**config.mk**
```make
export PLATFORM = sky130hd
export DESIGN_NAME = fifo_stream_reader_flat
export DESIGN_NICKNAME = d
export VERILOG_FILES = /design/src/rtl/fifo_stream_reader_pkg.sv /design/src/rtl/fifo_stream_reader_if.sv /design/src/rtl/fifo_stream_reader_buf.sv /design/src/rtl/fifo_stream_reader.sv /design/src/flat_wrapper.sv
export SDC_FILE = /design/constraint.sdc
export NUM_CORES = 1
export LEC_CHECK = 0
export CAP_MARGIN = 20
export CORE_MARGIN = 4
export CORE_UTILIZATION = 30
export CTS_BUF_LIST = sky130_fd_sc_hd__clkbuf_4 sky130_fd_sc_hd__clkbuf_8 sky130_fd_sc_hd__clkbuf_16
export CTS_CLUSTER_SIZE = 24
export DETAILED_ROUTE_END_ITERATION = 8
export PLACE_DENSITY_LB_ADDON = 0.12
export SLEW_MARGIN = 0
export SYNTH_ARGS = -nofsm -noshare
export SYNTH_HDL_FRONTEND = slang
export SYNTH_SLANG_ARGS = --single-unit
```
**constraint.sdc**
```tcl
create_clock -name FCLK -period 7.6 [get_ports FCLK]
set_clock_uncertainty 0.2 [all_clocks]
set_input_delay 1.52 -clock FCLK [delete_from_list [all_inputs] [get_ports FCLK]]
set_output_delay 1.52 -clock FCLK [all_outputs]
set_load 0.01 [all_outputs]
```
**src/rtl/fifo_stream_reader_pkg.sv**
```systemverilog
// Shared FIFO parameters for the FIFO blocks and the stream read adapter.
package fifo_stream_reader_pkg;

    localparam int FIFO_DATA_WIDTH  = 8;
    localparam int FIFO_COUNT_WIDTH = 16;

endpackage

```
**src/rtl/fifo_stream_reader_if.sv**
```systemverilog
// FIFO read port plus valid/ready stream; 'master' is the reader, 'slave' the FIFO/consumer side.
interface fifo_stream_reader_if
    import fifo_stream_reader_pkg::*;
#(
    parameter int DATA_WIDTH = FIFO_DATA_WIDTH
);

    logic                  FIFO_EMPTY;
    logic [DATA_WIDTH-1:0] FIFO_DATA;
    logic                  FIFO_RD_EN;
    logic                  M_VALID;
    logic                  M_READY;
    logic [DATA_WIDTH-1:0] M_DATA;

    modport master (
        input  FIFO_EMPTY, FIFO_DATA, M_READY,
        output FIFO_RD_EN, M_VALID, M_DATA
    );

    modport slave (
        output FIFO_EMPTY, FIFO_DATA, M_READY,
        input  FIFO_RD_EN, M_VALID, M_DATA
    );

endinterface

```
**src/rtl/fifo_stream_reader_buf.sv**
```systemverilog
// Two-entry circular word buffer: head pointer, occupancy and registered head output.
module fifo_stream_reader_buf
    import fifo_stream_reader_pkg::*;
#(
    parameter int DATA_WIDTH = FIFO_DATA_WIDTH
) (
    input  logic                  FCLK,
    input  logic                  FRST,
    input  logic                  push,
    input  logic [DATA_WIDTH-1:0] push_data,
    input  logic                  pop,
    output logic [DATA_WIDTH-1:0] head_data,
    output logic [1:0]            occ
);

    logic [DATA_WIDTH-1:0] entry [2];
    logic                  head;
    logic                  wr_idx;

    // Slot just past the tail; identical to (post-pop head + occ - pop) mod 2.
    assign wr_idx    = head ^ occ[0];
    assign head_data = entry[head];

    // NOTE: storage is reset too, because the stream output must read 0 out of reset.
    always_ff @(posedge FCLK or posedge FRST) begin
        if (FRST) begin
            entry[0] <= '0;
            entry[1] <= '0;
            head     <= 1'b0;
            occ      <= 2'd0;
        end else begin
            // NOTE: non-blocking so every register updates from pre-edge values.
            if (push) begin
                entry[wr_idx] <= push_data;
            end
            if (pop) begin
                head <= ~head;
            end
            unique case ({push, pop})
                2'b10:   occ <= occ + 2'd1;
                2'b01:   occ <= occ - 2'd1;
                default: occ <= occ;
            endcase
        end
    end

endmodule

```
**src/rtl/fifo_stream_reader.sv**
```systemverilog
// FIFO-to-stream read adapter with lookahead; STREAM_READER_COUNT_EN adds the WORD_COUNT output.
module fifo_stream_reader
    import fifo_stream_reader_pkg::*;
#(
    parameter int DATA_WIDTH = FIFO_DATA_WIDTH
) (
    input  logic                        FCLK,
    input  logic                        FRST,
`ifdef STREAM_READER_COUNT_EN
    output logic [FIFO_COUNT_WIDTH-1:0] WORD_COUNT,
`endif
    fifo_stream_reader_if.master        bus
);

    logic       inflight;
    logic       pop;
    logic [1:0] occ;
    logic [2:0] pending;

    assign pop         = bus.M_VALID && bus.M_READY;
    assign bus.M_VALID = (occ != 2'd0);

    // Words held or arriving after this edge; pop implies occ >= 1, so no underflow.
    assign pending        = {1'b0, occ} + {2'b00, inflight} - {2'b00, pop};
    assign bus.FIFO_RD_EN = !FRST && !bus.FIFO_EMPTY && (pending < 3'd2);

    always_ff @(posedge FCLK or posedge FRST) begin
        if (FRST) begin
            inflight <= 1'b0;
        end else begin
            inflight <= bus.FIFO_RD_EN;
        end
    end

    fifo_stream_reader_buf #(
        .DATA_WIDTH (DATA_WIDTH)
    ) u_buf (
        .FCLK      (FCLK),
        .FRST      (FRST),
        .push      (inflight),
        .push_data (bus.FIFO_DATA),
        .pop       (pop),
        .head_data (bus.M_DATA),
        .occ       (occ)
    );

`ifdef STREAM_READER_COUNT_EN
    always_ff @(posedge FCLK or posedge FRST) begin
        if (FRST) begin
            WORD_COUNT <= '0;
        end else if (pop) begin
            WORD_COUNT <= WORD_COUNT + FIFO_COUNT_WIDTH'(1);
        end
    end
`else
    // No word counter in this build.
`endif

endmodule

```
**src/flat_wrapper.sv**
```systemverilog
// flat-port wrapper written by rule: the top's interface ports become plain ports
module fifo_stream_reader_flat import fifo_stream_reader_pkg::*;
#(
    parameter int DATA_WIDTH = FIFO_DATA_WIDTH
)
  (FCLK, FRST, bus_FIFO_EMPTY, bus_FIFO_DATA, bus_M_READY, bus_FIFO_RD_EN, bus_M_VALID, bus_M_DATA);
  fifo_stream_reader_if #(.DATA_WIDTH(DATA_WIDTH)) bus_i ();
  input  logic FCLK;
  input  logic FRST;
  input wire logic [$bits(bus_i.FIFO_EMPTY)-1:0] bus_FIFO_EMPTY;
  input wire logic [$bits(bus_i.FIFO_DATA)-1:0] bus_FIFO_DATA;
  input wire logic [$bits(bus_i.M_READY)-1:0] bus_M_READY;
  output wire logic [$bits(bus_i.FIFO_RD_EN)-1:0] bus_FIFO_RD_EN;
  output wire logic [$bits(bus_i.M_VALID)-1:0] bus_M_VALID;
  output wire logic [$bits(bus_i.M_DATA)-1:0] bus_M_DATA;
  assign bus_i.FIFO_EMPTY = bus_FIFO_EMPTY;
  assign bus_i.FIFO_DATA = bus_FIFO_DATA;
  assign bus_i.M_READY = bus_M_READY;
  assign bus_FIFO_RD_EN = bus_i.FIFO_RD_EN;
  assign bus_M_VALID = bus_i.M_VALID;
  assign bus_M_DATA = bus_i.M_DATA;
  fifo_stream_reader #(.DATA_WIDTH(DATA_WIDTH)) u_core (.FCLK(FCLK), .FRST(FRST), .bus(bus_i));
endmodule
```
==> results of run 1 <==
==> registers in the layout, indices dropped and copies added, names as in the netlist <==
name / count
u_core.inflight: 1
u_core.u_buf.occ: 2
u_core.u_buf.entry: 16
u_core.u_buf.head: 1
==> cell type report <==
cell class	instances	area share
inverters	4	0.0120
repair buffers	21	0.168
flip-flops and latches	20	0.400
well taps	44	0.0440
multi-input cells	40	0.348
clock buffers	4	0.0290
==> worst register-to-register path: cells and delay by family, from the launching register on <==
family | cells | cell delay, ps
flops | 1 | 450
xor+xnor | 1 | 150
simple gates | 4 | 1050
fa+ha+maj | 2 | 720
==> cells by family (layout without fill, tap and decap cells) <==
group                      after synthesis  after routing  synth area share
and+or+nand+nor                          7              7            0.0424
AOI/OAI and AO/OA                        1              1           0.00514
buffers and inverters                    6             29            0.0386
DFF                                     20             20             0.514
adders and majority gates                3              3            0.0463
xor gates and xnor gates                 5              5            0.0450
muxes                                   24             24             0.308
==> metrics by stage <==
| stage | instance area, um^2 | power, mW |
|---|---|---|
| 5_1_grt | 1250 | 0.592 |
| 3_3_place_gp | 1220 | 0.489 |
| 2_1_floorplan | 973 | 0.389 |
| 3_5_place_dp | 1220 | 0.493 |
| 4_1_cts | 1250 | 0.556 |
| 6_report | 1250 | 0.545 |
==> final timing paths <==
kind	start	end	slack, ps
min	u_core.u_buf.entry[2]$_DFFE_PP0P_	u_core.u_buf.entry[2]$_DFFE_PP0P_	310
max in group asynchronous	FRST	u_core.u_buf.entry[2]$_DFFE_PP0P_	5210
min in group asynchronous	FRST	u_core.u_buf.entry[13]$_DFFE_PP0P_	1500
max reg2reg	u_core.u_buf.occ[1]$_DFFE_PP0N_	u_core.inflight$_DFF_PP0_	4890
max	bus_M_READY	bus_FIFO_RD_EN	1770
min reg2reg	u_core.u_buf.entry[2]$_DFFE_PP0P_	u_core.u_buf.entry[2]$_DFFE_PP0P_	310
==> synth_stat cells <==
cell / n / share of area
and2_1: 1 / 0.0064
buf_6: 2 / 0.023
dfrtp_1: 20 / 0.51
fa_1: 1 / 0.021
ha_1: 2 / 0.026
inv_1: 4 / 0.015
mux2_2: 16 / 0.19
mux2_4: 8 / 0.12
nand2_1: 2 / 0.0077
nand2b_1: 1 / 0.0064
nor4b_1: 1 / 0.0090
o21ai_0: 1 / 0.0051
or2_1: 1 / 0.0064
or2_2: 1 / 0.0064
xnor2_1: 2 / 0.018
xor2_1: 3 / 0.027
==> power groups by stage <==
stage | clock network (mW) | logic (mW) | registers (mW)
6_report | 0.0601 | 0.281 | 0.204
5_1_grt | 0.0689 | 0.309 | 0.215
2_1_floorplan | 0 | 0.203 | 0.186
4_1_cts | 0.0637 | 0.288 | 0.205
3_3_place_gp | 0 | 0.283 | 0.205
3_5_place_dp | 0 | 0.287 | 0.206
==> layer usage <==
metal / up-vias / global-route usage
li1: 270 / -
met1: 291 / 0.118
met2: 11 / 0.156
met3: 2 / 0.0416
met4: 0 / 0.0158
met5: - / 0
==> qor.txt, run 1 <==
Status: completed
Global placement routability congestion: 0.725
DR WL met3: 89 um
Post-DR wirelength/cell: 13.1 um
Tmin final: 5830 ps
Die Span X: 65.0 um
Initial core utilization: 0.316
#FFs+latches synth: 20
Initial antenna violation count: 0
Crit path launch type: primary input
Bufs and invs on worst path: 2
Int Pwr: 0.378 mW
DR iter-0 viols: 9
Vias in the first global route: 676
CP top delay family: buffers and inverters
Reg power frac: 0.374
Cell count after synthesis: 66
Pre-CTS setup slack: 1760 ps
RSZ-0062 raised after global routing: false
Cts hold-fix bufs: 0
Maximum fanout along the worst path: 4
Share of layout cells above drive strength 1: 0.326
DR vias: 574
Critical Path Stages: 8
CP required: 5880 ps
Worst-Skew Late Latency: 300 ps
Clk sink count: 20
Die area: 4220 um^2
CTS H-Tree Depth: 1
Core area: 3080 um^2
CTS resizes: 0
Total GRT Usage: 0.0952
GRT Residual Overflow: 0
Hold depth: 1
CTS root buffer: clkbuf_4
First-pass DRT Iterations: 2
P per Cell Area: 435 nW/um^2
Most frequent cells in the layout: clkdlybuf4s50_1 (21), dfrtp_1 (20), mux2_2 (16), mux2_4 (8), inv_1 (4)
FMAX: 172 MHz
Logic gate share of total power: 0.516
Peak VDD IR: 156 uV
Finished Layout Cells: 133
Vias/cell: 4.32
Site Rows: 20
Final wirelength: 1.74 mm
Sw frac: 0.307
Antenna Violating Nets Remaining: 0
Layout area overhead: 28.7%
Placed insts: 129
Worst slew pin tran: 773 ps
Crit-path most repeated cell: clkdlybuf4s50_1
Slew Viols, Final: 0
Dpl hpwl: 1.25 mm
Final WS setup: 1770 ps
Worst rel slew slack: 0.484
Met1 wire length: 807 um
R2r worst-path depth: 7
Setup Fix Bufs, Post-CTS: 0
Multi-input logic area: 435 um^2
Critical-path top delay cell: clkdlybuf4s50_1
NetSw: 0.168 mW
First-pass GRT wire length: 3.11 mm
Ports: 22
Distinct cells, synth: 16
Worst Hold Class: flop to flop
Reg clk slew, reported paths: 100 ps
Synthesized Nets: 81
# setup viols final: 0
Sequential fraction of the synthesis area: 0.514
Worst Hold Slack: 312 ps
Top layer in use: met4
Mean post-synth cell area: 14.7 um^2
Post-layout utilization of the core: 0.407
Met2 WL: 829 um
# diodes: 0
Fin. Hold Viols: 0
Clock power share: 0.110
Period utilization: 0.767
Commonest non-fill, non-tap cell in the layout: clkdlybuf4s50_1
CTS tree: yes
Clk buf depth: 2
Nets: 105
Die Span Y: 65.0 um
Warnings from Yosys: 0
Type of the worst setup path: primary input to primary output
Leakage power: 0.546 nW
Max Cap Violations: 0
Crit-path max cell delay: 620 ps
Filler instances: 308
Setup TNS: 0 ps
CP endpoint kind: primary output
Cell area after synthesis: 973 um^2
Num CTS Buffers: 3
WP data arrival: 4110 ps
Storage element area: 500 um^2
Port Buf Inserts: 21
DRC viols: 0
Cell Chain, Critical Path: clkdlybuf4s50_1, and2_1, ha_1, nand2b_1, fa_1, xor2_1, nor4b_1, clkdlybuf4s50_1
Largest net degree at the start of global routing: 21
(Power assumes the default switching activity.)
==> inputs of run 2 (changes only) <==
==> constraint.sdc (replaced) <==
create_clock -name FCLK -period 4.7 [get_ports FCLK]
set_clock_uncertainty 0.2 [all_clocks]
set_input_delay 0.94 -clock FCLK [delete_from_list [all_inputs] [get_ports FCLK]]
set_output_delay 0.94 -clock FCLK [all_outputs]
set_load 0.01 [all_outputs]
==> run 2 against run 1 <==
Net effect:
- worst setup slack worse by 1500 ps
- power increased by 59%
- critical path depth did not move
- first-iteration DRC count down 33%
- critical endpoint unchanged
- largest cell class unchanged
- largest power group unchanged
==> qor.txt, run 2 (synthesized netlist as in run 1, its figures left out) <==
Status: completed
Site Rows: 20 (unchanged)
WP data arrival: 3330 ps (-780 ps)
Storage element area: 500 um^2 (unchanged)
GR Util met1: 0.112 (-0.00509)
# setup viols final: 0 (unchanged)
Nets: 106 (+0.95%)
Die Span X: 65.0 um (unchanged)
Layout area overhead: 28.7% (unchanged)
Clk buf depth: 2 (unchanged)
Share of layout cells above drive strength 1: 0.337 (+0.0112)
R2r worst-path depth: 7 (unchanged)
Tmin final: 4470 ps
Max reg flops: 16 (unchanged)
Largest net degree at the start of global routing: 21 (unchanged)
Multi-input logic area: 442 um^2 (+1.4%)
Busiest grt layer: met2
Sw frac: 0.308 (+0.000550)
Largest regs: u_core.u_buf.entry (16), u_core.u_buf.occ (2)
Int Pwr: 0.601 mW (+59%)
Max Cap Violations: 0 (unchanged)
Filler instances: 313 (+1.6%)
Commonest non-fill, non-tap cell in the layout: clkdlybuf4s50_1
DR iter-0 viols: 6 (-3)
Most frequent cells in the layout: clkdlybuf4s50_1 (21), dfrtp_1 (20), mux2_2 (16), mux2_4 (8), inv_1 (4)
GRT Residual Overflow: 0 (unchanged)
Antenna Violating Nets Remaining: 0 (unchanged)
CTS H-Tree Depth: 1 (unchanged)
First-pass GRT wire length: 2.90 mm (-6.8%)
Port Buf Inserts: 21 (unchanged)
Initial core utilization: 0.316 (unchanged)
Type of the worst setup path: primary input to primary output
Setup Fix Bufs, Post-CTS: 0 (unchanged)
Post-route cell area: 1250 um^2 (unchanged)
CTS resizes: 0 (unchanged)
Post-DR wirelength/cell: 12.6 um (-3.7%)
Total GRT Usage: 0.0910 (-0.00423)
Peak VDD IR: 251 uV (+61%)
Final wirelength: 1.67 mm (-3.7%)
# diodes: 0 (unchanged)
CTS root buffer: clkbuf_4
Setup TNS: 0 ps (unchanged)
Largest Register: u_core.u_buf.entry
Num CTS Buffers: 3 (unchanged)
Clk sink count: 20 (unchanged)
Crit path launch type: primary input
Routing usage on met2: 0.143 (-0.0128)
Logic gate share of total power: 0.535 (+0.019)
Placed inst area: 1220 um^2 (+0.62%)
Total power: 0.869 mW (+59%)
CP endpoint kind: primary output
First-pass DRT Iterations: 3 (+1)
Clock power share: 0.088 (-0.022)
Die area: 4220 um^2 (unchanged)
Maximum fanout along the worst path: 2 (-2)
Leakage power: 0.545 nW (-0.20%)
Reg clk slew, reported paths: 100 ps (about the same)
Dpl hpwl: 1.20 mm (-4.1%)
Core area: 3080 um^2 (unchanged)
NetSw: 0.267 mW (+60%)
Cts hold-fix bufs: 0 (unchanged)
Worst rel slew slack: 0.497 (+0.0130)
Worst slew pin tran: 753 ps (-19.5 ps)
Slew Viols, Final: 0 (unchanged)
Vias/cell: 4.19 (-3.0%)
Worst Hold Class: flop to flop
FMAX: 224 MHz
DRC viols: 0 (unchanged)
P per Cell Area: 693 nW/um^2 (+59%)
DR vias: 557 (-3.0%)
Die Span Y: 65.0 um (unchanged)
Global placement routability congestion: 0.670 (-7.6%)
CTS tree: yes
Ports: 22 (unchanged)
Period utilization: 0.951
Initial antenna violation count: 0 (unchanged)
CP required: 3560 ps (-2320 ps)
Met3 Usage GRT: 0.0416 (unchanged)
RSZ-0062 raised after global routing: false
Hold depth: 1 (unchanged)
Fin. Hold Viols: 0 (unchanged)
Worst-Skew Late Latency: 290 ps (about the same)
Reg power frac: 0.377 (+0.003)
Vias in the first global route: 610 (-9.8%)
==> run 2: power by group through the flow <==
stage	clock network (mW)	registers [mW]	logic, mW
finish	0.0764	0.328	0.464
global placement	0	0.332	0.464
floorplan	0	0.302	0.328
detailed placement	0	0.333	0.467
CTS	0.0834	0.330	0.470
global route	0.0908	0.343	0.510
==> run 2: cell type report <==
type | instances | share of cell area
clock buffer | 3 | 0.0180
inverter | 4 | 0.0120
multi-input combinational | 40 | 0.353
sequential | 20 | 0.400
tap | 44 | 0.0440
timing repair buffer | 22 | 0.174
==> run 2: layer usage <==
layer | vias to the layer above | share of wire
li1 | 269 | -
met1 | 277 | 0.46
met2 | 9 | 0.48
met3 | 2 | 0.051
met4 | 0 | 0.011
met5 | - | 0
==> run 2: path summary, 6_finish.rpt <==
check                                                       start                            endpoint  slack (ps)
worst max-delay path                                  bus_M_READY                      bus_FIFO_RD_EN         230
worst min-delay path            u_core.u_buf.entry[0]$_DFFE_PP0P_   u_core.u_buf.entry[0]$_DFFE_PP0P_         310
worst max register to register    u_core.u_buf.occ[1]$_DFFE_PP0N_           u_core.inflight$_DFF_PP0_        2190
worst min register to register  u_core.u_buf.entry[0]$_DFFE_PP0P_   u_core.u_buf.entry[0]$_DFFE_PP0P_         310
max in group asynchronous                                    FRST  u_core.u_buf.entry[14]$_DFFE_PP0P_        2900
min in group asynchronous                                    FRST           u_core.inflight$_DFF_PP0_         930
==> run 2: worst max-delay path: stages <==
cell and delay [ps]:
clkdlybuf4s50_1 400, and2_1 160, ha_1 300, nand2b_1 160
fa_1 370, xor2_1 160, nor4b_2 250, clkdlybuf4s50_1 580
==> run 2: stage by stage <==
stage	std cells	utilization	hold slack (ps)	setup slack (ps)
5_1_grt	133	0.407	322	86.6
3_3_place_gp	130	0.398	281	181
6_report	133	0.407	310	232
2_1_floorplan	66	-	274	964
4_1_cts	133	0.405	317	99.8
3_5_place_dp	130	0.398	289	113
==> inputs of run 3 (changes only) <==
--- a/config.mk
+++ b/config.mk
@@ -16,3 +16,4 @@
 export SYNTH_ARGS = -nofsm -noshare
 export SYNTH_HDL_FRONTEND = slang
 export SYNTH_SLANG_ARGS = --single-unit
+export TNS_END_PERCENT = 100
==> results of run 3 <==
Same layout as run 2: the final DEF is identical, and so are final timing and power.
